[src/rtl/dmem_arbiter.sv]
// dmem_arbiter: shares the single-port data memory between the MEM stage and
// an external requester (loader / debug). The granted command is registered
// and drives the dmem for ACC_LAT cycles; load data returns registered to the
// owning side. A starvation counter forces an external slot after STARVE_MAX
// consecutive contested MEM wins.
// Optional build macro: DMEM_ARB_PERF_EN adds perf_stall_cnt / perf_ext_cnt.
module dmem_arbiter #(
  parameter int unsigned ACC_LAT    = 1,
  parameter int unsigned STARVE_MAX = 4
) (
  input  logic        clk,
  input  logic        rst,
  input  logic        mem_req,
  input  logic        mem_wena,
  input  logic [1:0]  mem_w_cs,
  input  logic [1:0]  mem_r_cs,
  input  logic [31:0] mem_addr,
  input  logic [31:0] mem_wdata,
  output logic        mem_stall,
  output logic [31:0] mem_rdata,
  output logic        mem_rvalid,
  input  logic        ext_req,
  input  logic        ext_wena,
  input  logic [1:0]  ext_w_cs,
  input  logic [1:0]  ext_r_cs,
  input  logic [31:0] ext_addr,
  input  logic [31:0] ext_wdata,
  output logic        ext_gnt,
  output logic [31:0] ext_rdata,
  output logic        ext_rvalid,
  output logic        dmem_ena,
  output logic        dmem_wena,
  output logic [1:0]  dmem_w_cs,
  output logic [1:0]  dmem_r_cs,
  output logic [31:0] dmem_addr,
  output logic [31:0] dmem_wdata,
  input  logic [31:0] dmem_rdata
`ifdef DMEM_ARB_PERF_EN
  ,
  output logic [31:0] perf_stall_cnt,
  output logic [31:0] perf_ext_cnt
`endif
);

  localparam logic [0:0] IDLE = 1'b0;
  localparam logic [0:0] BUSY = 1'b1;

  localparam logic [1:0] LAST = 2'(ACC_LAT - 1);
  localparam logic [3:0] SMAX = 4'(STARVE_MAX);

  logic [0:0] state;
  logic [1:0] lat_cnt;
  logic [3:0] starve_cnt;
  logic       owner_ext;
  logic       grant_pt;
  logic       ext_win;
  logic       mem_win;
  logic       last_cycle;

  // Grant decision; reset blocks any grant so nothing is accepted while held.
  always_comb begin
    grant_pt   = !rst && ((state == IDLE) || (lat_cnt == LAST));
    ext_win    = grant_pt && ext_req && ((starve_cnt == SMAX) || !mem_req);
    mem_win    = grant_pt && mem_req && !ext_win;
    mem_stall  = mem_req && !mem_win;
    ext_gnt    = ext_win;
    last_cycle = (state == BUSY) && (lat_cnt == LAST);
  end

  // State, latency counter and the command register that drives the dmem.
  always_ff @(posedge clk or posedge rst) begin
    if (rst) begin
      state      <= IDLE;
      lat_cnt    <= '0;
      owner_ext  <= 1'b0;
      dmem_ena   <= 1'b0;
      dmem_wena  <= 1'b0;
      dmem_w_cs  <= '0;
      dmem_r_cs  <= '0;
      dmem_addr  <= '0;
      dmem_wdata <= '0;
    end else if (grant_pt) begin
      lat_cnt <= '0;
      if (ext_win) begin
        state      <= BUSY;
        owner_ext  <= 1'b1;
        dmem_ena   <= 1'b1;
        dmem_wena  <= ext_wena;
        dmem_w_cs  <= ext_w_cs;
        dmem_r_cs  <= ext_r_cs;
        dmem_addr  <= ext_addr;
        dmem_wdata <= ext_wdata;
      end else if (mem_win) begin
        state      <= BUSY;
        owner_ext  <= 1'b0;
        dmem_ena   <= 1'b1;
        dmem_wena  <= mem_wena;
        dmem_w_cs  <= mem_w_cs;
        dmem_r_cs  <= mem_r_cs;
        dmem_addr  <= mem_addr;
        dmem_wdata <= mem_wdata;
      end else begin
        state    <= IDLE;
        dmem_ena <= 1'b0;
      end
    end else begin
      lat_cnt <= 2'(lat_cnt + 2'd1);
    end
  end

  // Starvation tracking: counts contested MEM wins, saturating at STARVE_MAX.
  always_ff @(posedge clk or posedge rst) begin
    if (rst) begin
      starve_cnt <= '0;
    end else if (grant_pt) begin
      if (ext_win || !ext_req) begin
        starve_cnt <= '0;
      end else if (mem_win && (starve_cnt != SMAX)) begin
        starve_cnt <= 4'(starve_cnt + 4'd1);
      end
    end
  end

  // Load return: capture on the last access cycle, pulse valid one cycle later.
  always_ff @(posedge clk or posedge rst) begin
    if (rst) begin
      mem_rdata  <= '0;
      mem_rvalid <= 1'b0;
      ext_rdata  <= '0;
      ext_rvalid <= 1'b0;
    end else begin
      mem_rvalid <= 1'b0;
      ext_rvalid <= 1'b0;
      if (last_cycle && !dmem_wena) begin
        if (owner_ext) begin
          ext_rdata  <= dmem_rdata;
          ext_rvalid <= 1'b1;
        end else begin
          mem_rdata  <= dmem_rdata;
          mem_rvalid <= 1'b1;
        end
      end
    end
  end

`ifdef DMEM_ARB_PERF_EN
  // Performance counters: stall cycles and external grants, free-running wrap.
  always_ff @(posedge clk or posedge rst) begin
    if (rst) begin
      perf_stall_cnt <= '0;
      perf_ext_cnt   <= '0;
    end else begin
      if (mem_stall) perf_stall_cnt <= perf_stall_cnt + 32'd1;
      if (ext_win)   perf_ext_cnt   <= perf_ext_cnt + 32'd1;
    end
  end
`endif

endmodule
[config.mk]
export PLATFORM = sky130hd
export DESIGN_NAME = dmem_arbiter
export DESIGN_NICKNAME = d
export VERILOG_FILES = /design/src/rtl/dmem_arbiter.sv
export SDC_FILE = /design/constraint.sdc
export NUM_CORES = 1
export LEC_CHECK = 0
export ABC_AREA = 0
export BUFFER_PORTS_ARGS = -buffer_cell sky130_fd_sc_hd__buf_2
export CAP_MARGIN = 0
export CORE_MARGIN = 2
export CORE_UTILIZATION = 45
export DETAILED_ROUTE_END_ITERATION = 8
export PLACE_DENSITY = 0.88
export SYNTH_ARGS = -nofsm -noshare
export SYNTH_HDL_FRONTEND = slang
export SYNTH_SLANG_ARGS = --single-unit
[constraint.sdc]
create_clock -name clk -period 8.4 [get_ports clk]
set_clock_uncertainty 0.2 [all_clocks]
set_input_delay 1.68 -clock clk [delete_from_list [all_inputs] [get_ports clk]]
set_output_delay 1.68 -clock clk [all_outputs]
set_load 0.05 [all_outputs]
==> results.txt, run 1 <==
- Unique masters post-synth: 37
- The count of nets left with antenna violations once routing finished came out at 0.
* DRC viols: 0
- The floorplan step set the die height to 127 um.
- Syn Std Cell Area: 6800 sq um
- X dimension of the die: between 100 and 150 um
- In the global route stage, overall resource usage came out at 25.3%.
- Clock-pin slew was measured on the worst setup and hold paths at about 0.060 ns.
- Mean number of vias per cell: 5.95
- Number of top-level pins: 312
- Kind of start point of the critical path: input port
- Fmax: 192 MHz
- 1st-pass router iterations: 5
* Clock root buffer: sky130_fd_sc_hd__clkbuf_16
* Vias in the first global route: about 6200
* Cell count after synthesis: a little over 600
- Once the floorplan was initialized, standard cells occupied a little under half of the core.
- In the final timing run, aggregate negative setup slack is 0 ns.
- The die covers about 16000 sq um.
- Layout cell share with drive strength beyond 1: 48.6%
- FILL cells: 1227
- Required time at the worst-slack endpoint: 6.52 ns
* Post-DR wirelength/cell: 19.2 um
- Clock tree from TritonCTS: done
- In this run the worst path has a maximum fanout of 71.
- Pin count of the biggest net entering global routing: 140
* Post-route minimum period: ~5.2 ns
- The detailed router finished its first iteration with 470 violations.
- The routed design has around 20000 um of wire.
- Gates resized, CTS repair: 0
- Total leakage power: 0.00420 uW
- P&R area growth vs syn: 31.1%
- Across the run, the number of max-cap violations was 0.
* Detailed-placement wirelength estimate: 13200 um
- For this run, the number of Yosys warnings is 0.
- For this block, the via count after detailed routing is roughly 6300.
- STA puts the critical path data arrival time at 3.32 ns.
- Antenna violations before repair: 0
* Least-Margin Pin Slew: approximately 1.1 ns
- H-tree Lvls: 4
- In this run the register-to-register setup slack is 5.21 ns.
* Number of flip-flops and latches in the synthesized netlist: 143
- Post-Syn Area per Cell: 11.2 sq um
- Run status: complete, no violations
- The clock passes through at most 2 buffers.
- Counting the buffers created by CTS gives 17.
- Final number of max-transition violations: 0
* Worst skew pair latency: 0.42 ns
- On the final layout, the worst hold slack is 0.228 ns.
* Fraction of the cycle the final worst path needs: 61.9%
- The first global-routing pass estimated 32200 um of wire.
* DP Area: 8300 sq um
- Net total in the final layout: 1045
- Global routing finished with a remaining overflow of 0.
- Clock tree sinks: 143
* Largest voltage drop on the vdd net: 0.213 mV
- ANT cells: 0
- Sequential cells were found to cover around 53% of the synthesized design area.
- Post-synthesis net count: 782
- The number of hold buffers added after CTS was 0.
- Final non-filler cell area: 8910 sq um
- Std-Cell Core Area: 14600 sq um
* # Post-CTS Setup Buffers: 0
- The final-report hold violation count was 0.
- Slew margin rel.: 27.6%
- Setup repair after global routing left no endpoint under its margin.
- Min-Delay Path Class: register to register
* Kind of capture point of the worst setup path: output port
* Pwr dens: 478 nW/um^2
- Final count of negative-setup-slack endpoints: 0
- The floorplan has 44 rows.
- Number of buffers added on ports: 311
- The setup path with the least slack is of type input port to output port.
- The congestion estimate from routability-driven global placement came to 0.824.
[cell usage in the layout, fill, tap and decap left out, types with 2 or more instances in the layout]
master                         n
sky130_fd_sc_hd__a21oi_1       3
sky130_fd_sc_hd__a31oi_1     138
sky130_fd_sc_hd__buf_2       311
sky130_fd_sc_hd__buf_4        10
sky130_fd_sc_hd__bufinv_16     2
sky130_fd_sc_hd__clkbuf_16    17
sky130_fd_sc_hd__clkbuf_8      4
sky130_fd_sc_hd__clkinv_2      2
sky130_fd_sc_hd__clkinv_4      3
sky130_fd_sc_hd__clkinvlp_4    2
sky130_fd_sc_hd__dfrtp_1     143
sky130_fd_sc_hd__ha_1          3
sky130_fd_sc_hd__inv_1         7
sky130_fd_sc_hd__inv_6         2
sky130_fd_sc_hd__mux2_2       36
sky130_fd_sc_hd__mux2_4       29
sky130_fd_sc_hd__nand2_1       3
sky130_fd_sc_hd__nand3_1      70
sky130_fd_sc_hd__nor2_1        4
sky130_fd_sc_hd__nor2b_1       2
sky130_fd_sc_hd__o211ai_1     69
[final timing paths]
kind,cells after the start,end,from
setup / recovery,6,mem_stall,mem_req
hold / removal,1,lat_cnt[0],lat_cnt[0]
setup reg to reg,7,dmem_wdata[14],lat_cnt[0]
hold reg to reg,1,lat_cnt[0],lat_cnt[0]
max in group asynchronous,3,ext_rdata[26],rst
min in group asynchronous,2,dmem_wdata[4],rst
[synth_stat cells]
library cell / number / share of area (%)
sky130_fd_sc_hd__a21o_1: 1 / 0.11
sky130_fd_sc_hd__a21oi_1: 3 / 0.22
sky130_fd_sc_hd__a22o_1: 1 / 0.13
sky130_fd_sc_hd__a311o_1: 1 / 0.15
sky130_fd_sc_hd__a31o_2: 1 / 0.13
sky130_fd_sc_hd__a31oi_1: 138 / 13
sky130_fd_sc_hd__and2_1: 1 / 0.092
sky130_fd_sc_hd__and3_1: 1 / 0.092
sky130_fd_sc_hd__and3b_1: 1 / 0.13
sky130_fd_sc_hd__buf_1: 8 / 0.44
sky130_fd_sc_hd__buf_12: 3 / 0.88
sky130_fd_sc_hd__buf_2: 27 / 2.0
sky130_fd_sc_hd__buf_6: 1 / 0.17
sky130_fd_sc_hd__clkbuf_1: 38 / 2.1
sky130_fd_sc_hd__dfrtp_1: 143 / 53
sky130_fd_sc_hd__ha_1: 3 / 0.55
sky130_fd_sc_hd__inv_1: 8 / 0.44
sky130_fd_sc_hd__inv_2: 1 / 0.055
sky130_fd_sc_hd__mux2_2: 36 / 6.0
sky130_fd_sc_hd__mux2_4: 29 / 6.4
sky130_fd_sc_hd__nand2_1: 3 / 0.17
sky130_fd_sc_hd__nand2b_1: 1 / 0.092
sky130_fd_sc_hd__nand3_1: 70 / 5.2
sky130_fd_sc_hd__nand4b_1: 1 / 0.13
sky130_fd_sc_hd__nor2_1: 4 / 0.22
sky130_fd_sc_hd__nor2b_1: 2 / 0.18
sky130_fd_sc_hd__nor3_1: 1 / 0.074
sky130_fd_sc_hd__nor3_2: 1 / 0.15
sky130_fd_sc_hd__nor3b_1: 1 / 0.11
sky130_fd_sc_hd__nor4_1: 1 / 0.092
sky130_fd_sc_hd__o211ai_1: 69 / 7.6
sky130_fd_sc_hd__o21ai_0: 1 / 0.074
sky130_fd_sc_hd__o22ai_1: 1 / 0.092
sky130_fd_sc_hd__o311ai_0: 1 / 0.13
sky130_fd_sc_hd__or2_1: 1 / 0.092
sky130_fd_sc_hd__or2b_1: 1 / 0.11
sky130_fd_sc_hd__or3_1: 1 / 0.092
[final cells by class]
cell class / instances / area (sq um) / area share, %
clock inverter: 11 / 129 / 1.45
timing repair buffer: 321 / 1630 / 18.3
inverter: 9 / 41.3 / 0.463
sequential: 143 / 3580 / 40.2
clock buffer: 21 / 480 / 5.39
tap: 184 / 230 / 2.58
multi-input combinational: 376 / 2820 / 31.6
[cells by family after synthesis]
group / Yosys count / share of synthesized area, %
simple gates: 91 / 6.98
fa+ha+maj: 3 / 0.552
buf+inv: 86 / 6.08
compound gates: 217 / 21.4
flops: 143 / 52.7
mux: 65 / 12.4
[through the flow]
step                      utilization, %  power, uW  instances  worst slack (ns)
after floorplan                        -       2940        605             0.686
after global placement              56.7       3450       1033              3.33
after detailed placement            56.7       3490       1033              3.28
after CTS                           60.8       4280       1065              3.25
after global routing                60.8       4440       1065              3.14
final                               60.8       4260       1065              3.20
[critical path, stage by stage]
cell and delay [ns]:
sky130_fd_sc_hd__buf_2 0.12, sky130_fd_sc_hd__inv_2 0.04, sky130_fd_sc_hd__buf_4 0.59, sky130_fd_sc_hd__o21ai_0 0.32, sky130_fd_sc_hd__a21oi_1 0.23, sky130_fd_sc_hd__buf_2 0.30
[layer usage]
layer / routed length, um / GRT usage (%)
met5: 0 / 0
met4: 354 / 8.27
met3: 1790 / 6.71
met2: 10200 / 42.7
met1: 8120 / 31.8
[where the power goes]
group | leakage [uW] | switching [uW] | internal (uW) | total, uW
clock | 0.000296 | 294 | 471 | 765
sequential | 0.00165 | 191 | 1030 | 1220
combinational | 0.00225 | 1680 | 591 | 2270
total | 0.00420 | 2170 | 2090 | 4260
[sequential cells by signal, indices dropped and copies added, names as in the netlist]
| name | count |
|---|---|
| dmem_w_cs | 2 |
| dmem_r_cs | 2 |
| mem_rdata | 32 |
| state | 1 |
| ext_rvalid | 1 |
| dmem_addr | 32 |
| lat_cnt | 2 |
| ext_rdata | 32 |
| starve_cnt | 4 |
| owner_ext | 1 |
| mem_rvalid | 1 |
| dmem_wdata | 32 |
| dmem_wena | 1 |
Note: power is estimated with default switching activity, not from simulation.
==> run 2, diff against run 1 <==
--- a/config.mk
+++ b/config.mk
@@ -9,7 +9,7 @@
 export BUFFER_PORTS_ARGS = -buffer_cell sky130_fd_sc_hd__buf_2
 export CAP_MARGIN = 0
 export CORE_MARGIN = 2
-export CORE_UTILIZATION = 45
+export CORE_UTILIZATION = 43
 export DETAILED_ROUTE_END_ITERATION = 8
 export PLACE_DENSITY = 0.88
 export SYNTH_ARGS = -nofsm -noshare
==> constraint.sdc (replaced) <==
create_clock -name clk -period 4.7 [get_ports clk]
set_clock_uncertainty 0.2 [all_clocks]
set_input_delay 0.94 -clock clk [delete_from_list [all_inputs] [get_ports clk]]
set_output_delay 0.94 -clock clk [all_outputs]
set_load 0.05 [all_outputs]
==> results.txt, run 2 (same netlist as run 1, synthesis figures left out) <==
- Number of DRC markers after the initial detailed-route iteration: 402
* Antenna violations before repair: 3
- Setup repair after global routing left no endpoint under its margin.
* Net total in the final layout: 1047
* Cell depth of the worst hold path: 1
- Post-route minimum period: 3.26 ns
- Total leakage power: 0.00420 uW
- Slew margin rel.: 28.3%
* Vias in the first global route: 6142
* Detailed-placement wirelength estimate: 13600 um
* Final RePlAce weighted congestion: 0.817
- Summed over all nets, wire length on met3 after detailed routing comes to ~2200 um.
* Cell type group with the largest total delay on the critical path: buffers and inverters
- Number of buffers and inverters on the critical path: 2
- Area of the die: approximately 17000 sq um
- In the final layout, the share of cells above drive strength 1 is about half.
- The final-report hold violation count was 0.
- At the worst endpoint, the arrival time is approximately 2.1 ns.
- CTS built an H-tree with a depth of 4.
- Walking the worst path, the cells encountered are buf_2 -> o21ai_0 -> a21oi_1 -> buf_2.
* Max_cap viols: 0
* Final WL: 20700 um
* Pwr dens: around 850 nW/um^2
- Fmax: 307 MHz
- Hold_sp: lat_cnt[0]
* Final count of negative-setup-slack endpoints: 0
* Register-to-Register Setup Slack: about 1.8 ns
- Of the available clock period, the critical path in the final layout requires 69.3%.
- Global routing consumed, over all layers together, 24.1% of the routing resources.
* Cell with the largest stage delay on the worst path: sky130_fd_sc_hd__buf_2
- The total overflow left after global routing is 0.
- Smallest hold slack: between 0.2 and 0.25 ns
- At the pin with the least slew margin, the transition time is ~1.1 ns.
- Std-Cell Core Area: between 15000 and 20000 sq um
* Detailed-route wire length on metal 1: 7970 um
- The endpoint identified for the worst register-to-register timing path is dmem_r_cs[1].
- For this design the top-level I/O count stands at 312.
- At the worst endpoint, the required time is 3.56 ns.
* FP Rows: 45
- Buffer depth of the longest clock path: 2
- Crit Path Max Fanout: 22
* Hold worst-path end: lat_cnt[0]
- Min-Delay Path Class: register to register
* WS Path Type: input port to output port
- Final number of max-transition violations: 0
* Worst skew pair latency: around 0.42 ns
- From synthesis to final layout, the design area changed by 32.2%.
- Most used cells in the layout excluding fill and tap cells: 311 x sky130_fd_sc_hd__buf_2, 143 x sky130_fd_sc_hd__dfrtp_1, 138 x sky130_fd_sc_hd__a31oi_1, 70 x sky130_fd_sc_hd__nand3_1, 69 x sky130_fd_sc_hd__o211ai_1
- Final ANT Viol Nets: 0
- Crit-path most repeated cell: sky130_fd_sc_hd__buf_2
* Via count: 6348
- STA classifies the critical path endpoint as an output port.
* Pin count of the biggest net entering global routing: 94
- Max incr delay on CP: roughly 0.36 ns
- Largest voltage drop on the vdd net: between 0.4 and 0.5 mV
* Wire length of the first global-routing pass: 31600 um
* Post-layout total power: 7610 uW
- TritonCTS buffer count: 17
- Most common cell after layout, fill and taps aside: sky130_fd_sc_hd__buf_2
- The tree built by TritonCTS fans out to 143 sinks.
- Kind of start point of the critical path: input port
- The first TritonRoute pass finished after 5 iterations.
* Clock tree from TritonCTS: done
- In this run the critical register-to-register path is launched from lat_cnt[0].
* Setup_tns: 0 ns
* Die outline height: around 130 um
- X dimension of the die: 130 um
* # Post-CTS Setup Buffers: 0
* Number of buffers added on ports: 311
* DRC viols: 0
* FILL cells: ~1300
* Reg2reg path depth: 7
- Gates resized, CTS repair: 0
- Initial core utilization: 44.4%
- The highest metal layer carrying signal wires in the routed design is met4.
- Summed over all nets, wire length on met2 after detailed routing comes to 10100 um.
* Clock root buffer: sky130_fd_sc_hd__clkbuf_16
- Post-cts hold buffer count: 0
- Clock transition at the registers of the reported paths: 0.06 ns
* Run status: complete, no violations
* Post-DR wirelength/cell: between 15 and 20 um
- Mean number of vias per cell: 5.79
[run 2: where the power goes]
group	internal (uW)	total, uW	switching (uW)	leakage (uW)
combinational	1060	4060	3000	0.00226
sequential	1830	2170	338	0.00165
clock	815	1380	567	0.000288
total	3710	7610	3900	0.00420
[run 2: metrics by stage]
step / area [sq um] / setup WS, ns / instances / util, %
2_1_floorplan: 6800 / 0.930 / 605 / -
3_3_place_gp: 8360 / 1.50 / 1062 / 54.6
3_5_place_dp: 8360 / 1.48 / 1062 / 54.6
4_1_cts: 8970 / 1.48 / 1094 / 58.6
5_1_grt: 8980 / 1.37 / 1097 / 58.7
6_report: 8980 / 1.44 / 1097 / 58.7
[run 2: cell type report]
| type | count | area [sq um] | share of cell area (%) |
|---|---|---|---|
| sequential | 143 | 3580 | 39.8 |
| clock inverter | 14 | 175 | 1.95 |
| inverter | 9 | 41.3 | 0.460 |
| tap | 211 | 264 | 2.94 |
| antenna | 3 | 7.51 | 0.0836 |
| clock buffer | 18 | 439 | 4.89 |
| multi-input combinational | 376 | 2820 | 31.4 |
| timing repair buffer | 323 | 1660 | 18.5 |
[run 2: metal layers]
metal	global-route usage (%)	up-vias
met1	29.6	3034
li1	-	2889
met3	7.67	34
met4	9.04	0
met2	39.9	391
met5	0	-
[run 2: how the worst max path moves through the flow]
| stage | endpoint | start | depth (start not counted) |
|---|---|---|---|
| after floorplan | dmem_addr[0] | rst | 2 |
| after global placement | mem_stall | ext_req | 4 |
| after detailed placement | mem_stall | ext_req | 4 |
| after CTS | mem_stall | ext_req | 4 |
| after global routing | mem_stall | ext_req | 4 |
| final | mem_stall | ext_req | 4 |
[run 2: worst reg2reg max path, cell delays in order (launching register included)]
cell,delay [ns]
sky130_fd_sc_hd__dfrtp_1,0.38
sky130_fd_sc_hd__inv_1,0.06
sky130_fd_sc_hd__ha_1,0.17
sky130_fd_sc_hd__or2b_2,0.13
sky130_fd_sc_hd__buf_4,0.65
sky130_fd_sc_hd__and3_2,0.81
sky130_fd_sc_hd__buf_12,0.29
sky130_fd_sc_hd__a31oi_1,0.13
==> run 3, diff against run 2 <==
==> config.mk (replaced) <==
export PLATFORM = sky130hd
export DESIGN_NAME = dmem_arbiter
export DESIGN_NICKNAME = d
export VERILOG_FILES = /design/src/rtl/dmem_arbiter.sv
export SDC_FILE = /design/constraint.sdc
export NUM_CORES = 1
export LEC_CHECK = 0
export ABC_AREA = 1
export BUFFER_PORTS_ARGS = -buffer_cell sky130_fd_sc_hd__buf_2
export CAP_MARGIN = 0
export CORE_MARGIN = 2
export CORE_UTILIZATION = 45
export DETAILED_ROUTE_END_ITERATION = 8
export PLACE_DENSITY = 0.87
export SYNTH_ARGS = -nofsm -noshare
export SYNTH_HDL_FRONTEND = slang
export SYNTH_SLANG_ARGS = --single-unit
==> constraint.sdc (replaced) <==
create_clock -name clk -period 3.15 [get_ports clk]
set_clock_uncertainty 0.2 [all_clocks]
set_input_delay 0.63 -clock clk [delete_from_list [all_inputs] [get_ports clk]]
set_output_delay 0.63 -clock clk [all_outputs]
set_load 0.05 [all_outputs]
==> results.txt, run 3 <==
- Final WL: 18800 um
* Post-layout total power: 11300 uW
* X dimension of the die: 133 um
- Compared with the post-synthesis result, the final layout area differs by 29.7%.
- # Post-CTS Setup Buffers: 0
- Clock transition at the registers of the reported paths: 0.06 ns
* Final count of negative-setup-slack endpoints: 0
- Measured against its own limit, the worst slew margin works out to 47.9%.
- The run finished with clean final reports.
- Syn Std Cell Area: 7510 sq um
- Cells fill 59.2% of the core in the end.
- Switching power total: 6040 uW
- In the synthesized netlist, the number of instances is 885.
* Vias in the first global route: about 6300
* Clock root buffer: sky130_fd_sc_hd__clkbuf_16
* Initial core utilization: 45.6%
- Clock tree sinks: about 140
* Max_cap viols: 0
* Via count: ~6600
- Post-cts hold buffer count: 0
- Cell depth of the worst hold path: 1
- The final critical path takes up 83.7% of the cycle.
- Switching Fraction: 53.5%
- Share of async-settable or async-resettable flops after synthesis: 100%
* Gates resized, CTS repair: 0
- Kind of start point of the critical path: register
- The H-tree was split into 4 levels.
- Min-Delay Path Class: register to register
* FILL cells: 1433
- The worst hold path begins at lat_cnt[0].
- Setup repair after global routing left no endpoint under its margin.
- In the global route stage, overall resource usage came out at a little over a fifth.
- After synthesis, the largest area contributor takes up between 40% and 50% of total cell area.
- Worst skew pair latency: 0.41 ns
- Sequential cells burn ~28% of the power.
* Layout cell share with drive strength beyond 1: 39.5%
* Setup_tns: 0 ns
* Pin count of the biggest net entering global routing: 144
* Number of flops mapped to enable cells by yosys: 0
- After synthesis, the cell types taking the most area are sky130_fd_sc_hd__dfrtp_1 48%, sky130_fd_sc_hd__nand2_1 11%, sky130_fd_sc_hd__inv_1 9.1%.
* Post-synthesis net count: ~1100
* Commonest cells post-synth: 225 x sky130_fd_sc_hd__nand2_1, 182 x sky130_fd_sc_hd__inv_1, 143 x sky130_fd_sc_hd__dfrtp_1, 92 x sky130_fd_sc_hd__nand3_1, 69 x sky130_fd_sc_hd__o21ai_1
* Final number of max-transition violations: 0
- FP Rows: 47
* Fmax: between 300 and 400 MHz
- Warnings, synthesis: 0
* Worst flop-to-flop path endpoint: dmem_addr[23]
- The worst register-to-register path begins at starve_cnt[0].
- Kind of capture point of the worst setup path: output port
* Hold worst-path end: lat_cnt[0]
* Area of the die: 17700 sq um
- The count of nets left with antenna violations once routing finished came out at 0.
- After synthesis the netlist holds a flip-flop and latch count of 143.
* Number of DRC markers after the initial detailed-route iteration: 357
- Data on the critical path is required at its endpoint by about 2.3 ns.
- Final RePlAce weighted congestion: 0.813
- Number of endpoints with negative hold slack in the final report: 0
- Summed over all nets, the half-perimeter wirelength after detailed placement is ~13000 um.
- The library cell used most frequently in the layout, excluding fill and tap cells, is sky130_fd_sc_hd__buf_2.
* Total leakage power: 0.00578 uW
- The worst-case IR drop observed on VDD is 0.608 mV.
- Pre-CTS WS: between 0.7 and 0.8 ns
- The worst path meets setup with 0.514 ns of slack.
- TritonCTS created 17 clock buffers.
* Number of top-level pins: about 310
- For the worst flop-to-flop path, the logic depth is 8.
- Post-Syn Area per Cell: 8.49 sq um
- Subtracting the final worst setup slack from the clock period gives 2.64 ns.
- The number of antenna violations at the first check in global routing was 0.
- In the synthesized netlist the dominant register cell turns out to be sky130_fd_sc_hd__dfrtp_1.
- Buffer depth of the longest clock path: 2
- The floorplan step set the die height to 133 um.
* Unique masters post-synth: 25
* Clock tree from TritonCTS: done
- The critical path is of the register to output port type.
- Combinational cells account for between 50 and 60% of the total power.
- sky130_fd_sc_hd__dfrtp_1 takes more of the synthesized area than any other cell.
* Std-Cell Core Area: 16500 sq um
- Most used cells in the layout excluding fill and tap cells: 311 x sky130_fd_sc_hd__buf_2, 223 x sky130_fd_sc_hd__nand2_1, 182 x sky130_fd_sc_hd__inv_1, 143 x sky130_fd_sc_hd__dfrtp_1, 92 x sky130_fd_sc_hd__nand3_1
* DRC viols: 0
- Sequential element share of the synthesized area: between 40% and 50%
- The share of total power dissipated in the clock network is between 10% and 20%.
- 1st-pass router iterations: 5
* Most repeated cell in the gate-level netlist after synthesis: sky130_fd_sc_hd__nand2_1
* ANT cells: 0
- Arrival time of data at the critical path endpoint: ~1.8 ns
* Net total in the final layout: 1353
- Least-Margin Pin Slew: 0.781 ns
- Cell internal power was estimated by the tool at 5250 uW.
* Grt total ovfl: 0
- Wire length of the first global-routing pass: slightly above 30000 um
* Crit Path Max Fanout: 6
* Number of buffers added on ports: 311
- In the routed layout, each cell is associated on average with a via count of 4.71.
- Post-DR wirelength/cell: 13.3 um
- Dividing total power by cell area gives a power density of 1160 nW/um^2.
* Register-to-Register Setup Slack: ~0.89 ns
## run 3: cell types whose count changed after synthesis, sizes merged, moves of 69 or more
cell / delta
a31oi: -138
nand2: +276
o21ai: +70
nand3: +72
o211ai: -69
inv: +179
## run 3: worst max-delay path by stage
stage / start / end / slack, ns
after floorplan: rst / mem_stall / 0.13
after global placement: rst / mem_stall / 0.79
after detailed placement: rst / dmem_addr[1] / 0.76
after CTS: starve_cnt[0] / mem_stall / 0.48
after global routing: lat_cnt[0] / mem_stall / 0.42
final: starve_cnt[0] / mem_stall / 0.51
## run 3: layout make-up
class | instances | area [sq um] | area share, %
Clock buffer | 17 | 425 | 4.37
Tap cell | 220 | 275 | 2.83
Inverter | 188 | 723 | 7.42
Clock inverter | 15 | 173 | 1.77
Timing Repair Buffer | 322 | 1680 | 17.2
Multi-Input combinational cell | 504 | 2890 | 29.7
Sequential cell | 143 | 3580 | 36.7
## run 3: critical path, cell delays in order (launching register included)
cell and delay, ns:
sky130_fd_sc_hd__dfrtp_1 0.41, sky130_fd_sc_hd__inv_1 0.11, sky130_fd_sc_hd__ha_1 0.16, sky130_fd_sc_hd__nand3_1 0.11, sky130_fd_sc_hd__nand2_2 0.14, sky130_fd_sc_hd__nand2_8 0.08, sky130_fd_sc_hd__a21boi_2 0.11, sky130_fd_sc_hd__buf_2 0.28
## run 3: metrics by stage
| step | cells | hold slack (ns) | area (sq um) |
|---|---|---|---|
| finish | 1409 | 0.224 | 9740 |
| global route | 1409 | 0.270 | 9740 |
| CTS | 1409 | 0.229 | 9740 |
| detailed placement | 1377 | 0.220 | 9150 |
| global placement | 1377 | 0.214 | 9150 |
| floorplan | 885 | 0.203 | 7530 |
## run 3: cells by family after synthesis
family	after synthesis	share of synthesized area [%]
xor+xnor	1	0.117
simple gates	428	32.6
compound gates	72	4.98
buf+inv	238	14.2
flops	143	47.6
fa+ha+maj	3	0.500
## run 3: power by group through the flow
stage | combinational [uW] | sequential, uW | clock, uW
floorplan | 1660 | 6190 | 0
global placement | 5970 | 3210 | 0
detailed placement | 6070 | 3220 | 0
CTS | 6080 | 3220 | 2100
global route | 6410 | 3320 | 2180
finish | 6030 | 3220 | 2050
## run 3: metal layers
| layer | wire length [um] | share of wire, % | GRT usage (%) |
|---|---|---|---|
| met1 | 7860 | 42 | 27.1 |
| met2 | 9060 | 48 | 35.3 |
| met3 | 1480 | 7.9 | 5.63 |
| met4 | 406 | 2.2 | 8.27 |
| met5 | 0 | 0 | 0 |
